==> config.mk <==
export PLATFORM = sky130hd
export DESIGN_NAME = complement_serial
export DESIGN_NICKNAME = d
export VERILOG_FILES = /design/src/rtl/complement_serial.sv
export SDC_FILE = /design/constraint.sdc
export NUM_CORES = 1
export LEC_CHECK = 0
export ABC_AREA = 1
export CORE_UTILIZATION = 40
export CTS_CLUSTER_SIZE = 14
export DETAILED_ROUTE_END_ITERATION = 10
export GPL_ROUTABILITY_DRIVEN = 0
export PLACE_DENSITY = 0.73
export SLEW_MARGIN = 20
export SYNTH_ARGS = -nofsm -noshare
export SYNTH_HDL_FRONTEND = slang
export SYNTH_SLANG_ARGS = --single-unit
export TNS_END_PERCENT = 50
==> constraint.sdc <==
create_clock -name i_CLK -period 4.75 [get_ports i_CLK]
set_input_delay 0.95 -clock i_CLK [delete_from_list [all_inputs] [get_ports i_CLK]]
set_output_delay 0.95 -clock i_CLK [all_outputs]
set_load 0.02 [all_outputs]
==> src/rtl/complement_serial.sv <==
// complement_serial: chunk-serial one's/two's complement, absolute value and pass unit
module complement_serial #(
  parameter int N = 32,
  parameter int W = 8
) (
  input  logic         i_CLK,
  input  logic         i_RST,
  input  logic         i_Valid,
  output logic         o_Ready,
  input  logic [N-1:0] i_A,
  input  logic [1:0]   i_Mode,
  output logic         o_Valid,
  input  logic         i_Ready,
  output logic [N-1:0] o_F,
  output logic         o_Ovf,
  output logic         o_Z
);
  localparam int C  = N / W;
  localparam int KW = C > 1 ? $clog2(C) : 1;
  if (W < 1 || W > N || N % W != 0) begin : g_bad_cfg
    $error("complement_serial: N must be a multiple of W with 1 <= W <= N");
  end
  typedef enum logic [1:0] {IDLE, RUN, DONE} state_t;
  state_t        state_q, state_d;
  logic [N-1:0]  a_q, a_d, res_q, res_d, f_q, f_d;
  logic [1:0]    mode_q, mode_d;
  logic          inv_q, inv_d, carry_q, carry_d, ovf_q, ovf_d, z_q, z_d;
  logic [KW-1:0] k_q, k_d;
  logic [W-1:0]  chunk;
  logic [W:0]    sum;
  logic          last;
  // next-state: accept operand, add one chunk per RUN cycle, publish result on entry to DONE
  always_comb begin
    chunk = '0;
    for (int i = 0; i < C; i++) if (k_q == KW'(i)) chunk = a_q[i*W +: W];
    sum     = {1'b0, chunk ^ {W{inv_q}}} + {{W{1'b0}}, carry_q};
    last    = k_q == KW'(C - 1);
    state_d = state_q;
    a_d     = a_q;
    mode_d  = mode_q;
    inv_d   = inv_q;
    carry_d = carry_q;
    k_d     = k_q;
    res_d   = res_q;
    f_d     = f_q;
    ovf_d   = ovf_q;
    z_d     = z_q;
    case (state_q)
      IDLE: if (i_Valid) begin
        a_d     = i_A;
        mode_d  = i_Mode;
        inv_d   = i_Mode == 2'b10 ? i_A[N-1] : ~i_Mode[1];
        carry_d = inv_d && i_Mode != 2'b00;
        k_d     = '0;
        state_d = RUN;
      end
      RUN: begin
        for (int i = 0; i < C; i++) if (k_q == KW'(i)) res_d[i*W +: W] = sum[W-1:0];
        carry_d = sum[W];
        k_d     = last ? '0 : k_q + 1'b1;
        if (last) begin
          state_d = DONE;
          f_d     = res_d;
          ovf_d   = (mode_q == 2'b01 || mode_q == 2'b10) && inv_q && a_q[N-1] && res_d[N-1];
          z_d     = res_d == '0;
        end
      end
      DONE: if (i_Ready) state_d = IDLE;
      default: state_d = IDLE;
    endcase
  end
  // state registers; reset discards any operation in flight
  always_ff @(posedge i_CLK or posedge i_RST) begin
    if (i_RST) begin
      state_q <= IDLE;
      a_q     <= '0;
      mode_q  <= '0;
      inv_q   <= 1'b0;
      carry_q <= 1'b0;
      k_q     <= '0;
      res_q   <= '0;
      f_q     <= '0;
      ovf_q   <= 1'b0;
      z_q     <= 1'b0;
    end else begin
      state_q <= state_d;
      a_q     <= a_d;
      mode_q  <= mode_d;
      inv_q   <= inv_d;
      carry_q <= carry_d;
      k_q     <= k_d;
      res_q   <= res_d;
      f_q     <= f_d;
      ovf_q   <= ovf_d;
      z_q     <= z_d;
    end
  end
  assign o_Ready = state_q == IDLE && !i_RST;
  assign o_Valid = state_q == DONE;
  assign o_F     = f_q;
  assign o_Ovf   = ovf_q;
  assign o_Z     = z_q;
endmodule
==> qor.csv, run 1 <==
stage;metric;value;unit
yosys;adder-cell share of the synthesized area;1.48;%
yosys;Mapped Cells;654;
final_layout;ant diodes;0;
critical_path;Worst EP arrival;4.05;ns
clock_tree;TritonCTS clock tree;yes;
yosys;XOR/XNOR Fraction of Synth Area;0.346;%
yosys;Synth Area in Simple Gates;29.9;%
timing;clk_skew;0.00735;ns
global_routing;initial antenna violation count;0;
global_routing;vias in the first global route;4465;
yosys;Async SR Flop Fraction;100;%
clock_tree;postcts setup bufs;0;
global_routing;first-pass GRT wire length;20800;microns
timing;final count of negative-setup-slack endpoints;0;
final_layout;Filler cells;1116;
power;Psw;2.25;mW
routing;Routed WL;12200;microns
floorplan;number of core rows;40;
routing;met1 wire length;5790;microns
routing;routed length per instance;13.7;microns
routing;drt drc;0;
yosys;YS warnings;0;
power;leak pwr;3.05;nW
yosys;synth top area cells;dfrtp_1, nand2_1, o21ai_0;
routing;Max Used Layer;met4;
clock_tree;Clock Pin Slew Worst Setup and Hold Paths;0.07;ns
floorplan;CORE AREA;0.0122;sq mm
clock_tree;# hold bufs at CTS;0;
yosys;largest family of logic cells by synthesized area;simple AND/OR/NAND/NOR gates;
power;Power Dens Cells;800;mW/mm^2
yosys;Synth Area in Compound Gates;10.6;%
critical_path;critical path launch point type;register;
yosys;Cell Area, Synth;0.00507;sq mm
floorplan;Die Area;0.0131;sq mm
clock_tree;Skew-Pair Late Insertion Delay;0.35;ns
yosys;FF+latch count, synth;101;
power;combinational share of power;52.2;%
power;VDD IR max;0.294;mV
floorplan;IO Count;74;
floorplan;Die Height;115;microns
floorplan;Initial Utilization;41.7;%
global_routing;gr ovfl total;0;
global_routing;pin count of the biggest net entering global routing;83;
final_layout;Area growth syn-to-layout;24.0;%
yosys;sequential area share after synthesis;49.9;%
yosys;post-synthesis mux area share;0;%
critical_path;CP required;5.03;ns
timing;final hold violations;0;
timing;Tmin final;3.77;ns
worst_hold_path;Hold Path Class;reg2reg;
timing;Worst-Margin Slew;0.797;ns
global_routing;GRT Total Usage;20.2;%
routing;Vias;4410;
place;dpl hpwl;8660;microns
power;clock share of power;18.1;%
critical_path;critical path peak fanout;21;
yosys;EDFF count, synth;0;
power;Final Total Pwr;5.02;mW
yosys;leading area contributor after synthesis;dfrtp_1;
yosys;synth unique cells;34;
routing;Detail Route Antenna Nets;0;
timing;Tcrit/Tclk final;79.3;%
clock_tree;CTS sink count;101;
final_layout;Final Core Density;51.6;%
timing;max-slew violations;0;
final_layout;final net count;761;
timing;highest clock rate;0.265;GHz
routing;1st-pass router iterations;6;
place;Port-buffer cells;73;
yosys;Synth Net Count;698;
critical_path;CP Class;reg2reg;
floorplan;DIE WIDTH;115;microns
yosys;post-synthesis area per instance;7.75;sq um
flow_run;maxcap violations;0;
timing;RSZ-0062 raised after global routing;false;
critical_path;CP Capture Type;register;
place;post-place setup slack;1.02;ns
yosys;Synth Flop Type;dfrtp_1;
clock_tree;H-tree Lvls;3;
power;Seq pwr share;29.7;%
routing;Via density;4.96;
routing;met2 wire length;5540;microns
power;Sw Ratio;44.8;%
clock_tree;Max clock buf depth;2;
timing;Worst slew margin;46.9;%
run_status;status;complete, no violations;
timing;setup tns final;0;ns
clock_tree;clock root cell;clkbuf_16;
yosys;Synth top area share;49.9;%
final_layout;layout cells sized above 1;9.00;%
routing;Initial DRC Count;340;
power;Internal Pwr Total;2.77;mW
clock_tree;Post-CTS Resized;0;
clock_tree;CTS buffer count;9;
timing;post-route worst setup slack;0.981;ns
routing;met3 routed wirelength;555;microns
power groups by stage:
stage	clock (mW)	sequential, mW	combinational (mW)
finish	0.907	1.49	2.62
detailed placement	0	1.50	2.60
CTS	0.919	1.49	2.62
global placement	0	1.49	2.52
global route	0.952	1.54	2.95
floorplan	0	1.58	1.78
state kept, by name (all words and copies together), names as in the netlist, 2 cells and up:
signal   cells
state_q      2
k_q          2
res_q       27
mode_q       2
a_q         32
o_F         32
cells in the final DEF (no fill, tap or decap), types with 2 or more instances in the layout:
cell and n:
o21a_1 2, xor2_1 2, o211ai_1 2, clkdlybuf4s50_1 73, nor2_4 2, nand3_1 43
ha_1 6, inv_2 3, bufinv_16 4, buf_4 10, inv_1 52, nand2_1 253
nor2_1 26, o21ai_1 4, nand2_2 15, nor2_2 2, a21oi_1 12, dfrtp_1 101
a2bb2oi_1 2, o21ai_0 72, clkbuf_16 9, or2_2 7, nand3_2 5
path summary, 6_finish.rpt:
kind	from	cells past startpoint	slack, ns	endpoint
min in group asynchronous	i_RST	2	1.13	a_q[26]$_DFFE_PP0P_
max in group asynchronous	i_RST	3	2.88	a_q[7]$_DFFE_PP0P_
worst max-delay path	k_q[0]$_DFFE_PP0P_	21	0.98	o_Z$_DFFE_PP0P_
worst min-delay path	o_F[8]$_DFFE_PP0P_	2	0.47	o_F[8]$_DFFE_PP0P_
worst max register to register	k_q[0]$_DFFE_PP0P_	21	0.98	o_Z$_DFFE_PP0P_
worst min register to register	o_F[8]$_DFFE_PP0P_	2	0.47	o_F[8]$_DFFE_PP0P_
routing by layer:
layer	track usage, %	vias to the layer above
met4	9.00	0
met1	26.9	2069
met3	3.23	24
met2	32.7	132
li1	-	2185
met5	0	-
critical path, cell delays in order (launching register included):
cell and delay (ns):
dfrtp_1 0.43, inv_1 0.12, ha_1 0.69, nand3_1 0.16, nand2_1 0.11, o211ai_1 0.07
o21ai_0 0.11, xor2_1 0.10, ha_1 0.23, ha_1 0.36, nand2_1 0.09, a21boi_0 0.24
nand2_1 0.10, nor4_1 0.25, nand2_1 0.09, nor2_1 0.09, nand2_1 0.06, nor2_1 0.09
nand2_1 0.06, nor2_1 0.09, nand2_1 0.07, o21bai_2 0.10
synth_stat cells (3+ instances only):
cell,number
buf_2,3
clkbuf_1,19
inv_2,3
o21ai_1,4
dfrtp_1,101
or2_2,7
buf_6,7
nand3_2,5
nand2_1,253
o21ai_0,72
ha_1,6
nor2_1,26
inv_1,53
nand2_2,15
a21oi_1,12
nand3_1,43
final cells by class:
type,count,area (sq um),share of cell area (%)
Multi-Input combinational cell,465,2150,34.2
Timing Repair Buffer,83,806,12.8
Sequential cell,101,2530,40.2
Tap cell,168,210,3.35
Clock buffer,10,239,3.80
Clock inverter,6,134,2.13
Inverter,57,219,3.49
through the flow:
stage / instances / hold slack [ns] / area, sq um
2_1_floorplan: 654 / 0.445 / 5070
3_3_place_gp: 874 / 0.457 / 5910
3_5_place_dp: 874 / 0.465 / 5910
4_1_cts: 890 / 0.481 / 6280
5_1_grt: 890 / 0.507 / 6280
6_report: 890 / 0.472 / 6280
cell families after synthesis:
kind of cell | after synthesis
xor gates and xnor gates | 2
buffers and inverters | 88
adders and majority gates | 6
AOI/OAI and AO/OA | 100
DFF | 101
and+or+nand+nor | 357
No activity file was read; power rests on OpenSTA's default activity.
==> inputs of run 2 (changes only) <==
--- a/config.mk
+++ b/config.mk
@@ -10,7 +10,7 @@
 export CTS_CLUSTER_SIZE = 14
 export DETAILED_ROUTE_END_ITERATION = 10
 export GPL_ROUTABILITY_DRIVEN = 0
-export PLACE_DENSITY = 0.73
+export PLACE_DENSITY = 0.75
 export SLEW_MARGIN = 20
 export SYNTH_ARGS = -nofsm -noshare
 export SYNTH_HDL_FRONTEND = slang
==> constraint.sdc (replaced) <==
create_clock -name i_CLK -period 3.2 [get_ports i_CLK]
set_input_delay 0.64 -clock i_CLK [delete_from_list [all_inputs] [get_ports i_CLK]]
set_output_delay 0.64 -clock i_CLK [all_outputs]
set_load 0.02 [all_outputs]
==> run 2 against run 1 <==
Against the previous run:
- the flow now finishes with violations (setup timing)
- register-to-register slack worse by 0.98 ns
- first-iteration DRC count grew 8.2%
- combinational power rose by 64%
- global-route usage is 0.32 points lower
- cell count rose by 1.8%
- worst setup slack worse by 0.98 ns
- flip-flop and latch count stayed put
- maximum frequency rose by 18%
- critical path depth is 1 higher
- critical path type unchanged
- highest routed layer unchanged
==> qor.csv, run 2 (synthesized netlist as in run 1, its figures left out) <==
stage;metric;value;unit;change
timing;max-slew violations;0;;unchanged
routing;1st-pass router iterations;8;;+2
power;Seq pwr share;29.4;%;-0.3 points
global_routing;first-pass GRT wire length;20400;microns;-1.7%
global_routing;vias in the first global route;4319;;-3.3%
floorplan;CORE AREA;0.0122;sq mm;unchanged
clock_tree;Clock Pin Slew Worst Setup and Hold Paths;0.07;ns;about the same
floorplan;IO Count;74;;unchanged
global_routing;gr ovfl total;0;;unchanged
routing;Via density;4.93;;-0.41%
timing;highest clock rate;0.312;GHz;+18%
critical_path;Worst EP arrival;3.48;ns;-0.57 ns
power;leak pwr;3.09;nW;+1.3%
place;post-place setup slack;-0.0481;ns;-1.07 ns
timing;setup tns final;-0.000907;ns;-0.000907 ns
flow_run;maxcap violations;0;;unchanged
power;VDD IR max;0.459;mV;+56%
clock_tree;TritonCTS clock tree;yes;;
timing;Tmin final;3.20;ns;-0.568 ns
critical_path;R2R Setup Slk;-0.0009;ns;-0.98 ns
clock_tree;H-tree Lvls;3;;unchanged
final_layout;Area growth syn-to-layout;27.3;%;
routing;Detail Route Antenna Nets;0;;unchanged
power;clock share of power;13.9;%;-4.2 points
global_routing;routing usage on met3;3.81;%;+0.58 points
timing;Worst slew margin;51.3;%;+4.4 points
routing;routed length per instance;13.5;microns;-1.7%
routing;Initial DRC Count;368;;+8.2%
power;combinational share of power;56.8;%;+4.6 points
place;Post-Place Cells;885;;+1.3%
global_routing;met2 GRT Util;31.3;%;-1.4 points
final_layout;most frequent cells in the layout;nand2_1, dfrtp_1, clkdlybuf4s50_1;;
final_layout;layout cells sized above 1;13.7;%;+4.7 points
final_layout;commonest non-fill, non-tap cell in the layout;nand2_1;;
critical_path;critical path peak fanout;4;;-81%
global_routing;met1 GRT Util;27.7;%;+0.76 points
worst_hold_path;Hold Path Class;reg2reg;;
run_status;failing checks;setup timing;;
clock_tree;# hold bufs at CTS;0;;unchanged
global_routing;initial antenna violation count;0;;unchanged
run_status;status;finished with violations;;
timing;clk_skew;0.00825;ns;+0.000896 ns
global_routing;GRT Total Usage;19.9;%;-0.32 points
routing;Routed WL;12200;microns;+0.11%
critical_path;CP Capture Type;register;;
floorplan;DIE WIDTH;115;microns;unchanged
power;Internal Pwr Total;4.07;mW;+47%
global_routing;grt peak-use layer;met2;;
power;Power Dens Cells;1170;mW/mm^2;+47%
worst_hold_path;Hold Path Cell Cnt;2;;unchanged
timing;Worst-Margin Slew;0.729;ns;-0.0674 ns
global_routing;pin count of the biggest net entering global routing;102;;+23%
floorplan;Die Height;115;microns;unchanged
worst_hold_path;hold path start;o_F[24]$_DFFE_PP0P_;;
final_layout;final net count;777;;+2.1%
critical_path;CP Class;reg2reg;;
timing;final count of negative-setup-slack endpoints;1;;+1
clock_tree;CTS buffer count;9;;unchanged
final_layout;Layout Cell Area excl Fill;0.00645;sq mm;+2.7%
worst_hold_path;hold path endpoint;o_F[24]$_DFFE_PP0P_;;
critical_path;r2r endpoint;o_Z$_DFFE_PP0P_;;
timing;post-route worst setup slack;-0.000907;ns;-0.982 ns
power;Psw;3.50;mW;+56%
clock_tree;Skew-Pair Late Insertion Delay;0.35;ns;about the same
final_layout;ant diodes;0;;unchanged
power;Sw Ratio;46.3;%;+1.4 points
floorplan;Die Area;0.0131;sq mm;unchanged
routing;Vias;4471;;+1.4%
critical_path;critical path launch point type;register;;
final_layout;Post-Layout Cell Count;906;;+1.8%
critical_path;r2r startpoint;k_q[0]$_DFFE_PP0P_;;
timing;RSZ-0062 raised after global routing;true;;
place;Port-buffer cells;73;;unchanged
place;placed instance area;0.00600;sq mm;+1.6%
timing;final hold violations;0;;unchanged
routing;drt drc;0;;unchanged
critical_path;CP required;3.48;ns;-1.55 ns
final_layout;Filler cells;1116;;unchanged
timing;Tcrit/Tclk final;100;%;+21 points
floorplan;number of core rows;40;;unchanged
clock_tree;clock root cell;clkbuf_16;;
critical_path;worst r2r path cells;22;;+4.8%
place;dpl hpwl;8420;microns;-2.7%
floorplan;Initial Utilization;41.7;%;unchanged
clock_tree;Max clock buf depth;2;;unchanged
clock_tree;CTS sink count;101;;unchanged
## run 2: worst max path at each step
stage                           end               start
floorplan           o_Z$_DFFE_PP0P_  k_q[0]$_DFFE_PP0P_
global placement    o_Z$_DFFE_PP0P_  k_q[0]$_DFFE_PP0P_
detailed placement  o_Z$_DFFE_PP0P_  k_q[0]$_DFFE_PP0P_
CTS                 o_Z$_DFFE_PP0P_  k_q[0]$_DFFE_PP0P_
global route        o_Z$_DFFE_PP0P_  k_q[1]$_DFFE_PP0P_
finish              o_Z$_DFFE_PP0P_  k_q[0]$_DFFE_PP0P_
## run 2: routing by layer
metal | share of wire (%) | vias up
met4 | 2.1 | 0
met2 | 46 | 144
met5 | 0 | -
li1 | - | 2223
met1 | 47 | 2078
met3 | 5.3 | 26
## run 2: final cells by class
type	instances	area (sq um)	share of cell area, %
repair buffers	99	957	14.8
well taps	168	210	3.26
clock inverters	7	58.8	0.911
clock buffers	9	225	3.49
flip-flops and latches	101	2530	39.2
inverters	57	220	3.41
multi-input cells	465	2250	34.9
## run 2: power groups by stage
stage                     logic [mW]  clock network (mW)  registers [mW]
after global routing            4.86                1.12            2.28
after floorplan                 2.64                   0            2.34
after detailed placement        3.98                   0            2.23
after CTS                       4.01                1.06            2.21
after global placement          3.89                   0            2.22
final                           4.30                1.05            2.22
## run 2: metrics by stage
step	hold slack [ns]	power [mW]	util (%)
floorplan	0.445	4.98	-
global placement	0.458	6.11	49.4
detailed placement	0.458	6.20	49.4
CTS	0.476	7.28	51.8
global route	0.493	8.27	53.1
finish	0.472	7.57	53.1
## run 2: critical path, stage by stage, from the launching register on
cell      delay, ns
dfrtp_2        0.45
buf_4          0.17
ha_4           0.17
inv_2          0.08
o211ai_1       0.10
o21ai_1        0.11
xor2_1         0.20
ha_2           0.24
ha_4           0.21
buf_6          0.13
nand2_4        0.04
o21ai_2        0.05
nor2_1         0.10
nand2_1        0.07
nor4_2         0.27
nand2_1        0.09
nor2_1         0.10
nand2_1        0.07
nor2_1         0.12
nand2_1        0.07
nor2_1         0.10
nand2_1        0.07
o21bai_2       0.10
## run 2: what timing repair did
| action | 4_1_cts | 5_1_grt |
|---|---|---|
| pin swaps | 0 | 15 |
| endpoints found under the setup margin | 1 | 1 |
| buffers inserted | 0 | 5 |
| gates cloned | 0 | 0 |
| resized for setup | 3 | 32 |
==> inputs of run 3 (changes only) <==
--- a/config.mk
+++ b/config.mk
@@ -7,6 +7,7 @@
 export LEC_CHECK = 0
 export ABC_AREA = 1
 export CORE_UTILIZATION = 40
+export CTS_CLUSTER_DIAMETER = 60
 export CTS_CLUSTER_SIZE = 14
 export DETAILED_ROUTE_END_ITERATION = 10
 export GPL_ROUTABILITY_DRIVEN = 0
==> results of run 3 <==
Same layout as run 2: the final DEF is identical, and so are final timing and power.
==> RTL edit 1: new RTL, flow settings as in run 2 <==
Change the parameter `W` from 8 to 4.
--- a/src/rtl/complement_serial.sv
+++ b/src/rtl/complement_serial.sv
@@ -3,3 +3,3 @@
   parameter int N = 32,
-  parameter int W = 8
+  parameter int W = 4
 ) (
Behaviour: not the same (a bounded check fails within 10 cycles, from zero or initial values and one cycle with i_RST high).
==> RTL edit 1 against run 2 <==
The run still ends with negative setup slack left; sequential share of layout area down 0.22 points; fmax down 4.8%; cell area up 5.5%; worst setup slack worse by 160 ps; die area down 1.9%; total power up 2.5%; routed wire length up 6.2%; sequential cell count up 5; combinational power down 1%; sequential power up 2%; synthesized area down 2.0%; critical path type unchanged; largest cell class unchanged; largest power group unchanged; highest routed layer unchanged.
==> RTL edit 1: results (changes against run 2) <==
Clock Skew: 5.222 ps (-3.025 ps)
Starting DRT DRC Count: 296 (-20%)
VDD IR max: 0.5126 mV (+12%)
Place WS: -369.0 ps (-320.9 ps)
CTS buffer count: 9 (unchanged)
Final worst slack: -161.4 ps (-160.5 ps)
LEAKAGE: 3.230 nW (+4.6%)
Failing checks: negative setup slack
Hold Path Stages: 2 (unchanged)
Final net count: 780 (+0.39%)
Fraction of layout instances using a drive strength above 1: 16.78% (+3.1 points)
Fin cells: 907 (+0.11%)
Slew @ Worst Pin: 780.2 ps (+50.87 ps)
Status: finished with violations
Clock Tree Root: clkbuf_16
Post-DR vias/cell: 4.942 (+0.14%)
Mean post-synth cell area: 8.103 µm² (+4.6%)
CP max stage cell: dfrtp_1
Pre-Repair DR Iteration Count: 5 (-3)
CP max FO: 7 (+3)
Register area share after synthesis: 53.40% (+3.5 points)
DP Wirelength: 9.037 mm (+7.3%)
Post-synth top cells: 219 x nand2_1, 106 x dfrtp_1, 99 x o21ai_0, 56 x inv_1, 34 x nand3_1
Worst Reg-to-Reg Cells: 27 (+23%)
Synth cell types: 30 (-12%)
Fraction of registers with async set or reset after synthesis: 100.0% (unchanged)
Largest net degree at the start of global routing: 60 (-41%)
Port Buffers: 73 (unchanged)
Total routed wirelength: 12.97 mm (+6.2%)
GRT Overall Usage: 22.02% (+2.1 points)
Final Setup Violations: 1 (unchanged)
DP Cell Count: 884 (-0.11%)
Global-route wire length before repair: 21.87 mm (+7.2%)
Synth Net Count: 659 (-5.6%)
Synth warn: 0 (unchanged)
Vias in the first global route: 4,668 (+8.1%)
Clock-pin slew on the worst setup and hold paths: 70 ps (about the same)
Synth top area cells: dfrtp_1 53%, nand2_1 17%, o21ai_0 10%
CP arrival: 3660 ps (+180 ps)
RTL edit 1: routing by layer:
metal	vias to the layer above	GRT usage, %	share of wire (%)
met5	-	0	0
met4	0	11.67	3.3
met1	2115	28.22	44
met2	141	35.83	47
li1	2197	-	-
met3	29	3.932	6.0
RTL edit 1: logic make-up (layout without fill, tap and decap cells):
family | after synthesis | after routing | synth area share, %
compound gates | 115 | 115 | 11.96
simple gates | 291 | 291 | 24.56
xor+xnor | 1 | 1 | 0.1764
flops | 106 | 106 | 53.40
mux | 6 | 6 | 1.209
fa+ha+maj | 8 | 8 | 2.015
buf+inv | 86 | 212 | 6.675
RTL edit 1: path summary, 6_finish.rpt:
kind,start,to,slack (ps)
worst min register to register,o_F[28]$_DFFE_PP0P_,o_F[28]$_DFFE_PP0P_,480
min in group asynchronous,i_RST,state_q[1]$_DFFE_PP0P_,810
worst max-delay path,k_q[1]$_DFFE_PP0P_,o_Z$_DFFE_PP0P_,-160
max in group asynchronous,i_RST,k_q[0]$_DFFE_PP0P_,1730
worst max register to register,k_q[1]$_DFFE_PP0P_,o_Z$_DFFE_PP0P_,-160
worst min-delay path,o_F[28]$_DFFE_PP0P_,o_F[28]$_DFFE_PP0P_,480
RTL edit 1: layout make-up:
class,count,area (µm²)
clock inverter,6,112.6
fill,1038,5251
tap,168,210.2
clock buffer,10,229.0
multi-input combinational,421,2136
sequential,106,2654
inverter,64,254.0
timing repair buffer,132,1215
RTL edit 1: worst reg2reg max path, stage by stage, from the launching register on:
cell and delay, ps:
dfrtp_1 440, inv_2 150, ha_4 160, inv_4 50
nor2_4 110, nand2_1 70, nand3_1 80, o211ai_1 80
o21ai_1 90, nand2_1 70, o211ai_1 80, o211ai_1 110
nand3_1 100, o21ai_2 60, xor2_1 140, ha_2 230
ha_4 220, inv_6 70, nand2_1 50, o21ai_0 110
nand4_1 170, nor4_2 230, nand2_1 70, nor2_1 80
nand2_1 60, nor2_1 90, nand3_1 80, nand2_1 60
RTL edit 1: power breakdown:
| part | total [mW] | switching (mW) | internal (mW) |
|---|---|---|---|
| combinational | 4.24 | 2.47 | 1.76 |
| clock | 1.26 | 0.494 | 0.769 |
| sequential | 2.26 | 0.333 | 1.93 |
RTL edit 1: stage by stage:
stage / TNS (ps) / cell area [µm²] / hold WS [ps]
after detailed placement: -369.0 / 6248 / 461.9
after CTS: -92.08 / 6715 / 479.3
final: -161.4 / 6810 / 476.8
after global routing: -498.4 / 6810 / 497.1
after global placement: -168.7 / 6248 / 448.2
after floorplan: -185.6 / 4971 / 436.6
RTL edit 1: what timing repair did:
item	4_1_cts	5_1_grt
buffers inserted	6	1
endpoints found under the setup margin	1	17
resized for setup	28	21
pin swaps	9	11
==> RTL edit 2: new RTL, settings of run 2 <==
Made on the original files. Re-encode `state_t` (3 states) as one-hot, 3 bits wide.
--- a/src/rtl/complement_serial.sv
+++ b/src/rtl/complement_serial.sv
@@ -22,3 +22,3 @@
   end
-  typedef enum logic [1:0] {IDLE, RUN, DONE} state_t;
+  typedef enum logic [2:0] {IDLE = 3'b001, RUN = 3'b010, DONE = 3'b100} state_t;
   state_t        state_q, state_d;
Function: same outputs for any inputs over 10 cycles, from zero or initial values and one cycle with i_RST high; not proved beyond that.
==> RTL edit 2 against run 2 <==
Final cell count up 3.0%; cell area rose by 1.9%; clock power grew 8%; sequential cell count increased by 6; via count rose by 4.1%; combinational power shrank 13%; total power is 6.2% lower; synthesized area grew 4.7%; worst setup slack improved by 180 ps; count of clock-buffer cells in the layout unchanged; routed wire length grew 7.0%; largest power group unchanged; die area grew 4.6%; largest cell class unchanged; critical path depth stayed put.
==> RTL edit 2: results (changes against run 2) <==
Die width: 117.2 µm (+2.3%)
FILL cells: 1,172 (+5.0%)
Tcrit/Tclk final: 94.37% (-5.7 points)
Synth cell types: 35 (+2.9%)
GRT Overall Usage: 20.33% (+0.42 points)
Syn Inst Count: 685 (+4.7%)
Inverters: 53 (-7.0%)
Largest net degree at the start of global routing: 51 (-50%)
Global-route wire length before repair: 21.15 mm (+3.7%)
Seq area share: 40.75% (+1.6 points)
LEAKAGE: 3.259 nW (+5.5%)
Cell Pwr Density: 1080 nW/µm² (-7.9%)
Clk cell area share: 4.547% (+0.15 points)
VDD IR max: 0.4633 mV (+0.85%)
Non-clock buffer share: 13.28% (-1.6 points)
Place WS: 6.047 ps (+54.14 ps)
Clock Skew: 9.214 ps (+0.9677 ps)
Post-cts resize count: 1 (-2)
Starting DRT DRC Count: 401 (+9.0%)
Register area share after synthesis: 50.50% (+0.62 points)
Post-synth top cells: 279 x nand2_1, 106 x dfrtp_1, 75 x o21ai_0, 49 x inv_1, 48 x nand3_1
Slowest cell delay on critical path: 410 ps (-40 ps)
Total routed wirelength: 13.08 mm (+7.0%)
Global Route met3 Usage: 3.038% (-0.77 points)
Final net count: 800 (+3.0%)
DP Wirelength: 9.121 mm (+8.3%)
CP max stage cell: dfrtp_1
Status: finished clean
Fraction of synthesized cell area in xor and xnor cells: 0.3302% (-0.015 points)
M1 GR Usage: 29.12% (+1.5 points)
Synth Net Count: 729 (+4.4%)
#FFs+latches synth: 107 (+5.9%)
Hold_ws: 486.1 ps (+13.69 ps)
Multi-input combinational area share: 34.84% (-0.068 points)
Post-synthesis compound-gate area fraction: 10.47% (-0.17 points)
Slew @ Worst Pin: 683.8 ps (-45.55 ps)
Synth Area in Adders: 1.415% (-0.066 points)
GRT met2 Usage: 30.86% (-0.41 points)
Fraction of layout instances using a drive strength above 1: 10.12% (-3.6 points)
Pre-Repair DR Iteration Count: 5 (-3)
Number of remaining DRC errors: 0 (unchanged)
Vias in the first global route: 4,234 (-2.0%)
Cell Area, Placed: 6206 µm² (+3.4%)
Repair and plain buffers: 92 (-7.1%)
Post-DR vias/cell: 4.989 (+1.1%)
Worst reg-to-reg setup slack: 180 ps (+180 ps)
Most used DFF post-synth: dfrtp_1
Multi-input logic cell count: 493 (+6.0%)
Fin cells: 933 (+3.0%)
DP Cell Count: 916 (+3.5%)
CP max FO: 5 (+1)
[RTL edit 2: path summary, 6_finish.rpt]
kind | from | endpoint
hold / removal | res_q[12]$_DFFE_PP0P_ | res_q[12]$_DFFE_PP0P_
hold reg to reg | res_q[12]$_DFFE_PP0P_ | res_q[12]$_DFFE_PP0P_
max in group asynchronous | i_RST | k_q[0]$_DFFE_PP0P_
min in group asynchronous | i_RST | o_F[0]$_DFFE_PP0P_
setup / recovery | k_q[1]$_DFFE_PP0P_ | o_Z$_DFFE_PP0P_
setup reg to reg | k_q[1]$_DFFE_PP0P_ | o_Z$_DFFE_PP0P_
[RTL edit 2: power breakdown]
group / switching [mW] / total [mW] / internal (mW)
combinational: 2.36 / 3.74 / 1.38
clock: 0.515 / 1.13 / 0.611
sequential: 0.335 / 2.23 / 1.90
[RTL edit 2: routing by layer]
metal	up-vias	wire, µm
met1	2151	6056
met5	-	0
met2	161	5852
li1	2315	-
met4	0	340
met3	28	831
